**src/rtl/x8_approx_pkg.sv**
```systemverilog
// x8_approx_pkg: shared constants and FSM encoding for the approximate divider family.
package x8_approx_pkg;
  localparam int W = 8;
  localparam int ITER = 8;
  localparam logic [W-1:0] DIV0_Q = 8'hFF;
  localparam logic [1:0] IDLE = 2'd0;
  localparam logic [1:0] CALC = 2'd1;
  localparam logic [1:0] DONE = 2'd2;
endpackage

```
**src/rtl/x8_approx_sub.sv**
```systemverilog
// x8_approx_sub: 9-bit adder whose N4 low bits use an OR/AND approximate cell.
module x8_approx_sub
  import x8_approx_pkg::*;
#(
  parameter int N4 = 0
) (
  input  logic [W:0] a,
  input  logic [W:0] b,
  input  logic       cin,
  output logic [W:0] s,
  output logic       cout
);
  logic [W+1:0] c;
  assign c[0] = cin;
  for (genvar i = 0; i <= W; i++) begin : g_bit
    if (i < N4) begin : g_apx
      // Approximate cell drops the incoming carry entirely.
      assign s[i] = a[i] | b[i];
      assign c[i+1] = a[i] & b[i];
    end else begin : g_fa
      assign s[i] = a[i] ^ b[i] ^ c[i];
      assign c[i+1] = (a[i] & b[i]) | (c[i] & (a[i] ^ b[i]));
    end
  end
  assign cout = c[W+1];
endmodule

```
**src/rtl/x8_approx_div.sv**
```systemverilog
// x8_approx_div: 8-bit restoring divider using an approximate trial subtractor.
// Define X8_APPROX_DIV_STATS_EN to add the op_count completion counter.
module x8_approx_div
  import x8_approx_pkg::*;
#(
  parameter int N4 = 0
) (
  input  logic         clk,
  input  logic         reset,
  input  logic         start,
  input  logic [W-1:0] dividend,
  input  logic [W-1:0] divisor,
  output logic         busy,
  output logic         done,
  output logic [W-1:0] quotient,
  output logic [W-1:0] remainder
`ifdef X8_APPROX_DIV_STATS_EN
  ,
  output logic [15:0]  op_count
`endif
);
  logic [1:0] state;
  logic [3:0] cnt;
  logic [W-1:0] r, q, dvd, d;
  logic [W:0] r9, t;
  logic co, unused_msb;
  assign r9 = {r, dvd[W-1]};
  x8_approx_sub #(.N4(N4)) u_sub (.a(r9), .b(~{1'b0, d}), .cin(1'b1), .s(t), .cout(co));
  // Only R[7:0] feeds the next iteration, so the trial MSB is never stored.
  assign unused_msb = t[W];
  always_ff @(posedge clk)
    if (reset) begin
      state <= IDLE;
      cnt <= '0;
      r <= '0;
      q <= '0;
      dvd <= '0;
      d <= '0;
    end else if (state == IDLE) begin
      if (start) begin
        state <= divisor == '0 ? DONE : CALC;
        q <= divisor == '0 ? DIV0_Q : '0;
        r <= divisor == '0 ? dividend : '0;
        dvd <= dividend;
        d <= divisor;
        cnt <= '0;
      end
    end else if (state == CALC) begin
      r <= co ? t[W-1:0] : r9[W-1:0];
      q <= {q[W-2:0], co};
      dvd <= dvd << 1;
      cnt <= cnt + 4'd1;
      if (cnt == 4'(ITER - 1)) state <= DONE;
    end else
      state <= IDLE;
  assign busy = state == CALC || state == DONE;
  assign done = state == DONE;
  assign quotient = q;
  assign remainder = r;
`ifdef X8_APPROX_DIV_STATS_EN
  always_ff @(posedge clk)
    if (reset) op_count <= '0;
    else if (state == DONE) op_count <= op_count + 16'd1;
`endif
endmodule

```
**config.mk**
```make
export PLATFORM = sky130hd
export DESIGN_NAME = x8_approx_div
export DESIGN_NICKNAME = d
export VERILOG_FILES = /design/src/rtl/x8_approx_pkg.sv /design/src/rtl/x8_approx_sub.sv /design/src/rtl/x8_approx_div.sv
export SDC_FILE = /design/constraint.sdc
export NUM_CORES = 1
export LEC_CHECK = 0
export CORE_UTILIZATION = 35
export DETAILED_ROUTE_END_ITERATION = 10
export GPL_ROUTABILITY_DRIVEN = 0
export GPL_TIMING_DRIVEN = 0
export PLACE_DENSITY = 0.66
export RECOVER_POWER = 100
export SLEW_MARGIN = 20
export SYNTH_ARGS = -nofsm -noshare
export SYNTH_HDL_FRONTEND = slang
export SYNTH_HIERARCHICAL = 1
export SYNTH_SLANG_ARGS = --single-unit
```
**constraint.sdc**
```tcl
create_clock -name clk -period 5.8 [get_ports clk]
set_input_delay 1.45 -clock clk [delete_from_list [all_inputs] [get_ports clk]]
set_output_delay 1.45 -clock clk [all_outputs]
set_load 0.005 [all_outputs]
```
==> results of run 1 <==
==> flip-flops by register name, summed over array words and instances, names as in the netlist <==
register / flops
d: 8
dvd: 8
quotient: 8
remainder: 8
cnt: 4
state: 2
==> power by group through the flow <==
stage	sequential [W]	combinational [W]	clock [W]
4_1_cts	0.000343	0.000392	0.000237
6_report	0.000341	0.000377	0.000231
3_3_place_gp	0.000348	0.000384	0
5_1_grt	0.000351	0.000429	0.000251
2_1_floorplan	0.000344	0.000262	0
3_5_place_dp	0.000349	0.000389	0
==> stage by stage <==
stage / hold WS (ns) / setup slack [ns] / std cells / power [W] / cell area, sq um
floorplan: 0.436 / 1.56 / 230 / 0.000605 / 2040
detailed placement: 0.447 / 1.22 / 338 / 0.000739 / 2490
CTS: 0.458 / 1.15 / 346 / 0.000972 / 2610
global route: 0.485 / 0.722 / 346 / 0.00103 / 2600
finish: 0.456 / 1.06 / 346 / 0.000950 / 2600
global placement: 0.446 / 1.27 / 338 / 0.000733 / 2490
==> path summary, 6_finish.rpt <==
check	start	end	depth (start not counted)
setup / recovery	dvd[7]$_SDFFE_PP0P_	remainder[4]$_SDFFE_PP0P_	17
hold / removal	d[3]$_SDFFE_PP0P_	d[3]$_SDFFE_PP0P_	2
setup reg to reg	dvd[7]$_SDFFE_PP0P_	remainder[4]$_SDFFE_PP0P_	17
hold reg to reg	d[3]$_SDFFE_PP0P_	d[3]$_SDFFE_PP0P_	2
==> layout make-up <==
| cell class | instances | area share, % |
|---|---|---|
| plain buffers | 16 | 3.57 |
| clock buffers | 5 | 2.65 |
| repair buffers | 36 | 13.9 |
| clock inverters | 3 | 1.73 |
| inverters | 19 | 2.75 |
| flip-flops and latches | 38 | 29.3 |
| multi-input cells | 157 | 42.7 |
| well taps | 72 | 3.47 |
==> critical path, stage by stage (launching register included) <==
cell	delay, ns
dfxtp_1	0.37
fa_1	0.42
inv_1	0.07
fa_1	0.16
inv_1	0.05
fa_1	0.37
fa_1	0.38
fa_1	0.39
fa_1	0.39
fa_1	0.43
fa_1	0.39
inv_1	0.08
fa_1	0.16
inv_1	0.04
clkbuf_1	0.29
mux2i_1	0.21
o21a_1	0.20
a211oi_1	0.24
==> cell usage in the layout (no fill, tap or decap), drive strengths merged <==
cell	count
a211oi	24
a21bo	1
a21o	1
a21oi	10
a22o	1
a22oi	2
a311oi	2
a31oi	2
and2	1
and3	1
buf	6
bufinv	1
clkbuf	15
clkdlybuf4s50	15
clkinvlp	2
conb	2
dfxtp	38
dlygate4sd3	21
fa	9
ha	4
inv	19
mux2	1
mux2i	16
nand2	26
nand2b	3
nand3	2
nand3b	1
nand4	8
nor2	26
nor2b	1
nor4	2
o211ai	1
o21a	8
o32ai	1
or3	1
==> per-layer routing <==
layer  vias to the layer above  track usage [%]
li1                        878                -
met1                       792             22.9
met2                        45             26.1
met3                        11             3.60
met4                         0             6.67
met5                         -                0
==> summary.md, run 1 <==
| Metric | Value |
|---|---|
| Vias | roughly 1,700 |
| Syn avg cell area | 8.89 sq um |
| CTS Buf Count | 5 |
| DR vias/cell | 4.99 |
| Setup TNS | 0 ns |
| Final Setup Violations | 0 |
| Core Rows | 27 |
| # IOs | 37 |
| Multi-input logic area | 1110 sq um |
| Clk pin slew, worst setup/hold paths | approximately 0.080 ns |
| Initial core utilization | 36.5% |
| Leak | between 1 and 1.5 nW |
| Worst ir drop on vdd | 0.000138 V |
| Area occupied by registers | between 700 and 800 sq um |
| CTS Buffer Depth | 2 |
| GRT Util Overall | between 10% and 20% |
| Port bufs | 36 |
| Clk_lat worst skew | 0.29 ns |
| Fin. max-slew vios | 0 |
| Routed Antenna Nets | 0 |
| Unrepaired setup endpoints after global routing | no |
| Crit path required time | 6.00 ns |
| Die X | 78.3 um |
| Relative slew slack | 49.2% |
| Global-route wire length before repair | 8020 um |
| Fmax | 211 MHz |
| Fillers | 556 |
| Share of cells above drive strength 1 | 6.20% |
| Combinational Power Share | 39.7% |
| Post-CTS setup buffer count | 0 |
| Pre-Repair DR Iteration Count | 4 |
| Die Area | 6130 sq um |
| Minimum clock period | 4.74 ns |
| CP endpoint kind | flip-flop |
| Number of gates resized after cts | 0 |
| M1 WL | ~2200 um |
| CTS Root Buffer Type | clkbuf_8 |
| Critical path class | reg2reg |
| Clock power share | 24.3% |
| CTS tree | done |
| Largest net degree at the start of global routing | 14 |
| Fin. Hold Viols | 0 |
| Core Box Area | 5570 sq um |
| Final period util | 81.7% |
| Hold-fix buffers at CTS | 0 |
| Die H | 78.3 um |
| Type of origin of the critical path | flip-flop |
| Initial antenna violation count | 0 |
| HPWL after DPL | 3460 um |
| Worst-Margin Slew | approximately 0.76 ns |
| Syn Inst Count | 229 |
| P&R area growth vs syn | 27.5% |
| Status | finished, final reports clean |
| Congestion Overflow GR | 0 |
| Final nets | 305 |
| Pwr Density | 366 nW/um^2 |
| H-Tree Depth | 2 |
| Metal3 WL | 237 um |
| Ant. Diodes | 0 |
| Drt total wl | 4700 um |
| Pint | 0.000617 W |
| DRT iter0 DRCs | 65 |
| DR WL/cell | 13.6 um |
| Worst-path fanout max | 9 |
| Fin util | 46.6% |
| Vias in the first global route | 1,627 |
| Met2 WL | 2140 um |
| Switch Pwr | ~0.00033 W |
| Switching power share of the total | 35.0% |
| CTS Sinks | 38 |
| Synth Warn # | 6 |
| Max-cap check violation count | 0 |
| HP Class | reg2reg |
| Max Used Layer | met4 |
| Netlist Area Pre-Place | 2040 sq um |
| Flop pwr share | a little over a third |
| DRC Markers | 0 |
| CP arrival | around 5 ns |
| Reg2reg setup slack | 1.06 ns |
| Worst Skew | 0.00697 ns |
Note: power is estimated with default switching activity, not from simulation.
==> run 2: changes to the inputs <==
Clock period 5.8 ns to 4.9 ns, I/O delays scaled along.
==> summary.md, run 2 (same netlist as run 1, synthesis figures left out) <==
| Metric | Value |
|---|---|
| Status | finished, final reports clean (unchanged) |
| Hold EP | d[3]$_SDFFE_PP0P_ (unchanged) |
| Relative slew slack | 49.1% (was 49.2%) |
| P&R area growth vs syn | 27.3% (was 27.5%) |
| Fmax | 218 MHz (was 211 MHz) |
| Ant. Diodes | 0 (unchanged) |
| CTS Root Buffer Type | clkbuf_8 (unchanged) |
| Hold-fix buffers at CTS | 0 (unchanged) |
| Tot Pwr | 0.00112 W (was 0.000950 W) |
| Pwr Density | 434 nW/um^2 (was 366 nW/um^2) |
| Core Box Area | 5570 sq um (unchanged) |
| Dpl cell area | 2490 sq um (unchanged) |
| Drt total wl | 4700 um (about the same) |
| CP endpoint kind | flip-flop (unchanged) |
| CTS Sinks | 38 (unchanged) |
| Core Rows | 27 (unchanged) |
| HP Class | reg2reg (unchanged) |
| Final Instance Area | 2590 sq um (was 2600 sq um) |
| Final period util | 93.5% (was 81.7%) |
| Switching power share of the total | 35.0% (about the same) |
| Final Setup Violations | 0 (unchanged) |
| Max-cap check violation count | 0 (unchanged) |
| Die H | 78.3 um (unchanged) |
| R2R Path End | remainder[4]$_SDFFE_PP0P_ (unchanged) |
| DR WL/cell | 13.6 um (about the same) |
| Routed Antenna Nets | 0 (unchanged) |
| Worst Hold Launch | d[3]$_SDFFE_PP0P_ (unchanged) |
| Reg2reg setup slack | 0.32 ns (was 1.06 ns) |
| Final hold slack | 0.458 ns (was 0.456 ns) |
| Combinational Power Share | 39.7% (about the same) |
| Clk_lat worst skew | 0.30 ns (was 0.29 ns) |
| CTS Buf Count | 5 (unchanged) |
| Crit path required time | 5.10 ns (was 6.00 ns) |
| Clock power share | 24.3% (about the same) |
| Multi-input logic area | 1110 sq um (unchanged) |
| Fin. Hold Viols | 0 (unchanged) |
| Final nets | 304 (was 305) |
| Minimum clock period | 4.58 ns (was 4.74 ns) |
| Port bufs | 36 (unchanged) |
| Number of gates resized after cts | 0 (unchanged) |
| Pint | 0.000731 W (was 0.000617 W) |
| Initial core utilization | 36.5% (unchanged) |
| Global-route wire length before repair | 8020 um (unchanged) |
| Critical path class | reg2reg (unchanged) |
| Worst Skew | 0.00776 ns (was 0.00697 ns) |
| GRT Util Overall | 16.9% (unchanged) |
| CP arrival | 4.79 ns (was 4.94 ns) |
| Most frequent cells in the layout | dfxtp_1 (38), nor2_1 (26), nand2_1 (26) (unchanged) |
| Worst-Margin Slew | 0.759 ns (was 0.758 ns) |
| Worst ir drop on vdd | 0.000173 V (was 0.000138 V) |
| Die X | 78.3 um (unchanged) |
| # IOs | 37 (unchanged) |
| Flop pwr share | 35.9% (was 36.0%) |
| Clk pin slew, worst setup/hold paths | 0.08 ns (about the same) |
| Type of origin of the critical path | flip-flop (unchanged) |
| Largest net degree at the start of global routing | 14 (unchanged) |
| Pre-Repair DR Iteration Count | 4 (unchanged) |
| CTS tree | done (unchanged) |
| DR vias/cell | 5.00 (was 4.99) |
| Area occupied by registers | 761 sq um (unchanged) |
| DRC Markers | 0 (unchanged) |
| Die Area | 6130 sq um (unchanged) |
| Hold depth | 2 (unchanged) |
| Reg2reg path depth | 16 (was 17) |
| Leak | 1.03 nW (about the same) |
| Share of cells above drive strength 1 | 6.59% (was 6.20%) |
| H-Tree Depth | 2 (unchanged) |
| Fillers | 555 (was 556) |
| DRT iter0 DRCs | 58 (was 65) |
| Fin. max-slew vios | 0 (unchanged) |
| Switch Pwr | 0.000393 W (was 0.000332 W) |
| Vias | 1,725 (was 1,726) |
| Worst R2R Start | dvd[7]$_SDFFE_PP0P_ (unchanged) |
| Commonest non-fill, non-tap cell in the layout | dfxtp_1 (unchanged) |
| Initial antenna violation count | 0 (unchanged) |
| Worst-path fanout max | 9 (unchanged) |
| Post-CTS setup buffer count | 0 (unchanged) |
| HPWL after DPL | 3460 um (unchanged) |
| Congestion Overflow GR | 0 (unchanged) |
| CTS Buffer Depth | 2 (unchanged) |
| Vias in the first global route | 1,627 (unchanged) |
| Unrepaired setup endpoints after global routing | yes (was no) |
## run 2: worst max-delay path by stage
| stage | startpoint | end |
|---|---|---|
| after floorplan | d[0]$_SDFFE_PP0P_ | remainder[7]$_SDFFE_PP0P_ |
| after global placement | dvd[7]$_SDFFE_PP0P_ | remainder[3]$_SDFFE_PP0P_ |
| after detailed placement | dvd[7]$_SDFFE_PP0P_ | remainder[4]$_SDFFE_PP0P_ |
| after CTS | dvd[7]$_SDFFE_PP0P_ | remainder[4]$_SDFFE_PP0P_ |
| after global routing | dvd[7]$_SDFFE_PP0P_ | remainder[4]$_SDFFE_PP0P_ |
| final | dvd[7]$_SDFFE_PP0P_ | remainder[4]$_SDFFE_PP0P_ |
## run 2: power by group through the flow
stage                     Combinational, W  Clock [W]  Sequential (W)
after floorplan                   0.000310          0        0.000407
after global placement            0.000455          0        0.000412
after detailed placement          0.000461          0        0.000414
after CTS                         0.000464   0.000281        0.000406
after global routing              0.000508   0.000297        0.000415
final                             0.000447   0.000274        0.000404
## run 2: through the flow
step / instances / worst slack, ns / TNS, ns / utilization, %
6_report: 345 / 0.318 / 0 / 46.5
5_1_grt: 345 / -0.0204 / -0.0204 / 46.5
4_1_cts: 346 / 0.254 / 0 / 46.7
3_5_place_dp: 338 / 0.315 / 0 / 44.7
3_3_place_gp: 338 / 0.370 / 0 / 44.7
2_1_floorplan: 230 / 0.658 / 0 / -
## run 2: cell type report
type | count | share of cell area (%)
Clock inverter | 3 | 1.74
Inverter | 19 | 2.75
Timing Repair Buffer | 36 | 13.9
Sequential cell | 38 | 29.3
Multi-Input combinational cell | 157 | 42.7
Buffer | 15 | 3.47
Tap cell | 72 | 3.47
Clock buffer | 5 | 2.65
## run 2: layer usage
layer	vias to the layer above	track usage (%)	routed length [um]	share of wire (%)
li1	877	-	-	-
met5	-	0	0	0
met3	11	3.60	211	4.5
met4	0	6.67	96	2.0
met1	799	22.9	2260	48
met2	38	26.1	2140	45
## run 2: critical path: stages (launching register included)
cell      delay (ns)
dfxtp_1         0.37
fa_1            0.42
inv_1           0.07
fa_1            0.16
inv_1           0.05
fa_1            0.37
fa_1            0.38
fa_1            0.39
fa_1            0.39
fa_1            0.43
fa_1            0.39
inv_1           0.08
fa_1            0.16
inv_1           0.21
mux2i_1         0.20
o21a_1          0.19
a211oi_1        0.24
==> run 3: changes to the inputs <==
Settings changed: SYNTH_HIERARCHICAL 1 to not set.
==> summary.md, run 3 <==
| Metric | Value |
|---|---|
| Fin util | 46.9% (was 46.5%) |
| Fillers | 567 (was 555) |
| DR WL/cell | 14.6 um (was 13.6 um) |
| Vias in the first global route | 1,599 (was 1,627) |
| Core Rows | 27 (unchanged) |
| Dominant cells by area after synthesis | dfxtp_1 (36%), fa_1 (6.6%), a311oi_2 (5.7%) |
| Mux share of post-synthesis cell area | 4.68% |
| Core Box Area | 5680 sq um (was 5570 sq um) |
| Post-synth EDFFs | 0 |
| Fin. Hold Viols | 0 (unchanged) |
| Clock power share | 26.9% (was 24.3%) |
| Switching power share of the total | 35.3% (was 35.0%) |
| H-Tree Depth | 2 (unchanged) |
| Minimum clock period | 4.36 ns (was 4.58 ns) |
| Type of origin of the critical path | flip-flop (unchanged) |
| Final Setup Violations | 0 (unchanged) |
| Area occupied by registers | 761 sq um (unchanged) |
| Netlist Area Pre-Place | 2110 sq um (was 2040 sq um) |
| Drt total wl | 4990 um (was 4700 um) |
| Initial antenna violation count | 0 (unchanged) |
| Top-count cell post-synth | dfxtp_1 |
| Pwr Density | 452 nW/um^2 (was 434 nW/um^2) |
| Syn Inst Count | 226 (was 229) |
| Synth top area share | 36.0% |
| Fmax | 229 MHz (was 218 MHz) |
| Crit path required time | 5.10 ns (about the same) |
| Number of gates resized after cts | 0 (unchanged) |
| CTS tree | done (unchanged) |
| Multi-input logic area | 1160 sq um (was 1110 sq um) |
| Relative slew slack | 54.6% (was 49.1%) |
| # IOs | 37 (unchanged) |
| Congestion Overflow GR | 0 (unchanged) |
| Die H | 79.7 um (was 78.3 um) |
| Synth Area in XOR/XNOR | 0% |
| Combinational Power Share | 39.4% (was 39.7%) |
| Most used DFF post-synth | dfxtp_1 |
| Seq/Total Area, Yosys | 36.0% |
| Post-CTS setup buffer count | 0 (unchanged) |
| Vias | 1,768 (was 1,725) |
| Commonest non-fill, non-tap cell in the layout | dfxtp_1 (unchanged) |
| Pre-Repair DR Iteration Count | 4 (unchanged) |
| P&R area growth vs syn | 26.1% (was 27.3%) |
| CTS Buffer Depth | 2 (unchanged) |
| Worst R2R Start | dvd[7]$_SDFFE_PP0P_ (unchanged) |
| CP endpoint kind | flip-flop (unchanged) |
| Synth Area in Compound Gates | 24.1% |
| Die Area | 6350 sq um (was 6130 sq um) |
| Final nets | 300 (was 304) |
| Syn avg cell area | 9.34 sq um (was 8.89 sq um) |
| Largest family of logic cells by synthesized area | compound AO/OA/AOI/OAI gates |
| Pint | 0.000778 W (was 0.000731 W) |
| Simple-gate share of the synthesized area | 17.3% |
| Hold EP | d[7]$_SDFFE_PP0P_ (was d[3]$_SDFFE_PP0P_) |
| R2R Path End | remainder[7]$_SDFFE_PP0P_ (was remainder[4]$_SDFFE_PP0P_) |
| DRT iter0 DRCs | 62 (was 58) |
| Final period util | 89.0% (was 93.5%) |
| Flop pwr share | 33.7% (was 35.9%) |
| CTS Sinks | 38 (unchanged) |
| Synth Area in Adders | 9.60% |
| CP arrival | 4.56 ns (was 4.79 ns) |
| Yosys top cell by area | dfxtp_1 |
| DRC Markers | 0 (unchanged) |
| Unrepaired setup endpoints after global routing | no (was yes) |
| Synth Warn # | 0 (was 6) |
| Flops & latches, synth | 38 |
| Clk_lat worst skew | 0.30 ns (about the same) |
| Clk pin slew, worst setup/hold paths | 0.09 ns (was 0.08 ns) |
| HPWL after DPL | 3660 um (was 3460 um) |
| Largest net degree at the start of global routing | 14 (unchanged) |
| Fin. max-slew vios | 0 (unchanged) |
| Syn nets | 257 |
| CTS Root Buffer Type | clkbuf_8 (unchanged) |
| Hold-fix buffers at CTS | 0 (unchanged) |
| GRT Util Overall | 16.9% (about the same) |
| Synth cell count leaders | dfxtp_1 (38), nand2_1 (28), nor2_1 (25) |
| Leak | 0.991 nW (was 1.03 nW) |
| Hold depth | 2 (unchanged) |
| Port bufs | 36 (unchanged) |
| Most frequent cells in the layout | dfxtp_1 (38), nand2_1 (28), nor2_1 (25) (was dfxtp_1 (38), nor2_1 (26), nand2_1 (26)) |
| Asr flop ratio synth | 0% |
| Global-route wire length before repair | 8090 um (was 8020 um) |
| Initial core utilization | 37.2% (was 36.5%) |
| CTS Buf Count | 5 (unchanged) |
| DR vias/cell | 5.17 (was 5.00) |
| Worst-path fanout max | 10 (was 9) |
| HP Class | reg2reg (unchanged) |
| Worst ir drop on vdd | 0.000201 V (was 0.000173 V) |
| Critical path class | reg2reg (unchanged) |
| Routed Antenna Nets | 0 (unchanged) |
| Setup TNS | 0 ns (unchanged) |
| Reg2reg path depth | 17 (was 16) |
| Share of cells above drive strength 1 | 13.0% (was 6.59%) |
| Reg2reg setup slack | 0.54 ns (was 0.32 ns) |
| Worst Hold Launch | d[7]$_SDFFE_PP0P_ (was d[3]$_SDFFE_PP0P_) |
| Ant. Diodes | 0 (unchanged) |
| Worst-Margin Slew | 0.681 ns (was 0.759 ns) |
| Max-cap check violation count | 0 (unchanged) |
| Switch Pwr | 0.000425 W (was 0.000393 W) |
| Status | finished, final reports clean (unchanged) |
| Distinct cells, synth | 40 |
| Worst Skew | 0.0115 ns (was 0.00776 ns) |
| Die X | 79.7 um (was 78.3 um) |
## run 3: metal layers
metal | track usage (%) | share of wire [%]
met1 | 24.1 | 52
met2 | 24.2 | 43
met4 | 5.45 | 1.2
met3 | 4.69 | 3.8
met5 | 0 | 0
## run 3: cell type report
type | count | share of cell area (%)
Tap cell | 72 | 3.38
Clock buffer | 5 | 2.58
Multi-Input combinational cell | 156 | 43.6
Sequential cell | 38 | 28.6
Clock inverter | 3 | 2.58
Buffer | 18 | 3.76
Timing Repair Buffer | 36 | 13.5
Inverter | 14 | 1.97
## run 3: worst max path at each step
stage                              startpoint                         to  depth (start not counted)
after global routing      dvd[7]$_SDFFE_PP0P_  remainder[7]$_SDFFE_PP0P_                         17
final                     dvd[7]$_SDFFE_PP0P_  remainder[7]$_SDFFE_PP0P_                         17
after CTS                 dvd[7]$_SDFFE_PP0P_  remainder[7]$_SDFFE_PP0P_                         17
after global placement    dvd[7]$_SDFFE_PP0P_  remainder[5]$_SDFFE_PP0P_                         17
after detailed placement  dvd[7]$_SDFFE_PP0P_  remainder[7]$_SDFFE_PP0P_                         17
after floorplan           dvd[7]$_SDFFE_PP0P_  remainder[7]$_SDFFE_PP0P_                         17
## run 3: power groups by stage
stage	Sequential (W)	Combinational [W]	Clock [W]
2_1_floorplan	0.000407	0.000339	0
3_3_place_gp	0.000412	0.000495	0
3_5_place_dp	0.000413	0.000502	0
4_1_cts	0.000406	0.000504	0.000330
5_1_grt	0.000415	0.000522	0.000347
6_report	0.000405	0.000474	0.000324
## run 3: critical path, stage by stage (launching register included)
cell and delay, ns:
dfxtp_1 0.35, inv_1 0.05, ha_1 0.20, fa_1 0.38, fa_1 0.40, fa_1 0.40, fa_1 0.38, inv_1 0.08
fa_1 0.16, inv_1 0.05, fa_1 0.36, inv_1 0.08, fa_1 0.15, clkbuf_1 0.29, or2_1 0.15, clkbuf_1 0.33
a31oi_1 0.18, a311oi_2 0.27
## run 3: per-stage QoR
step                power (W)  hold WS [ns]  setup slack (ns)  area, sq um  cells
detailed placement   0.000915         0.451             0.785         2560    334
global placement     0.000907         0.446             0.785         2560    334
CTS                   0.00124         0.461             0.706         2700    342
global route          0.00128         0.484             0.301         2660    342
floorplan            0.000746         0.436              1.14         2110    226
finish                0.00120         0.457             0.541         2660    342
## run 3: kinds of logic after synthesis
family | after synthesis
simple gates | 77
compound gates | 58
flops | 38
buf+inv | 32
fa+ha+maj | 12
mux | 9
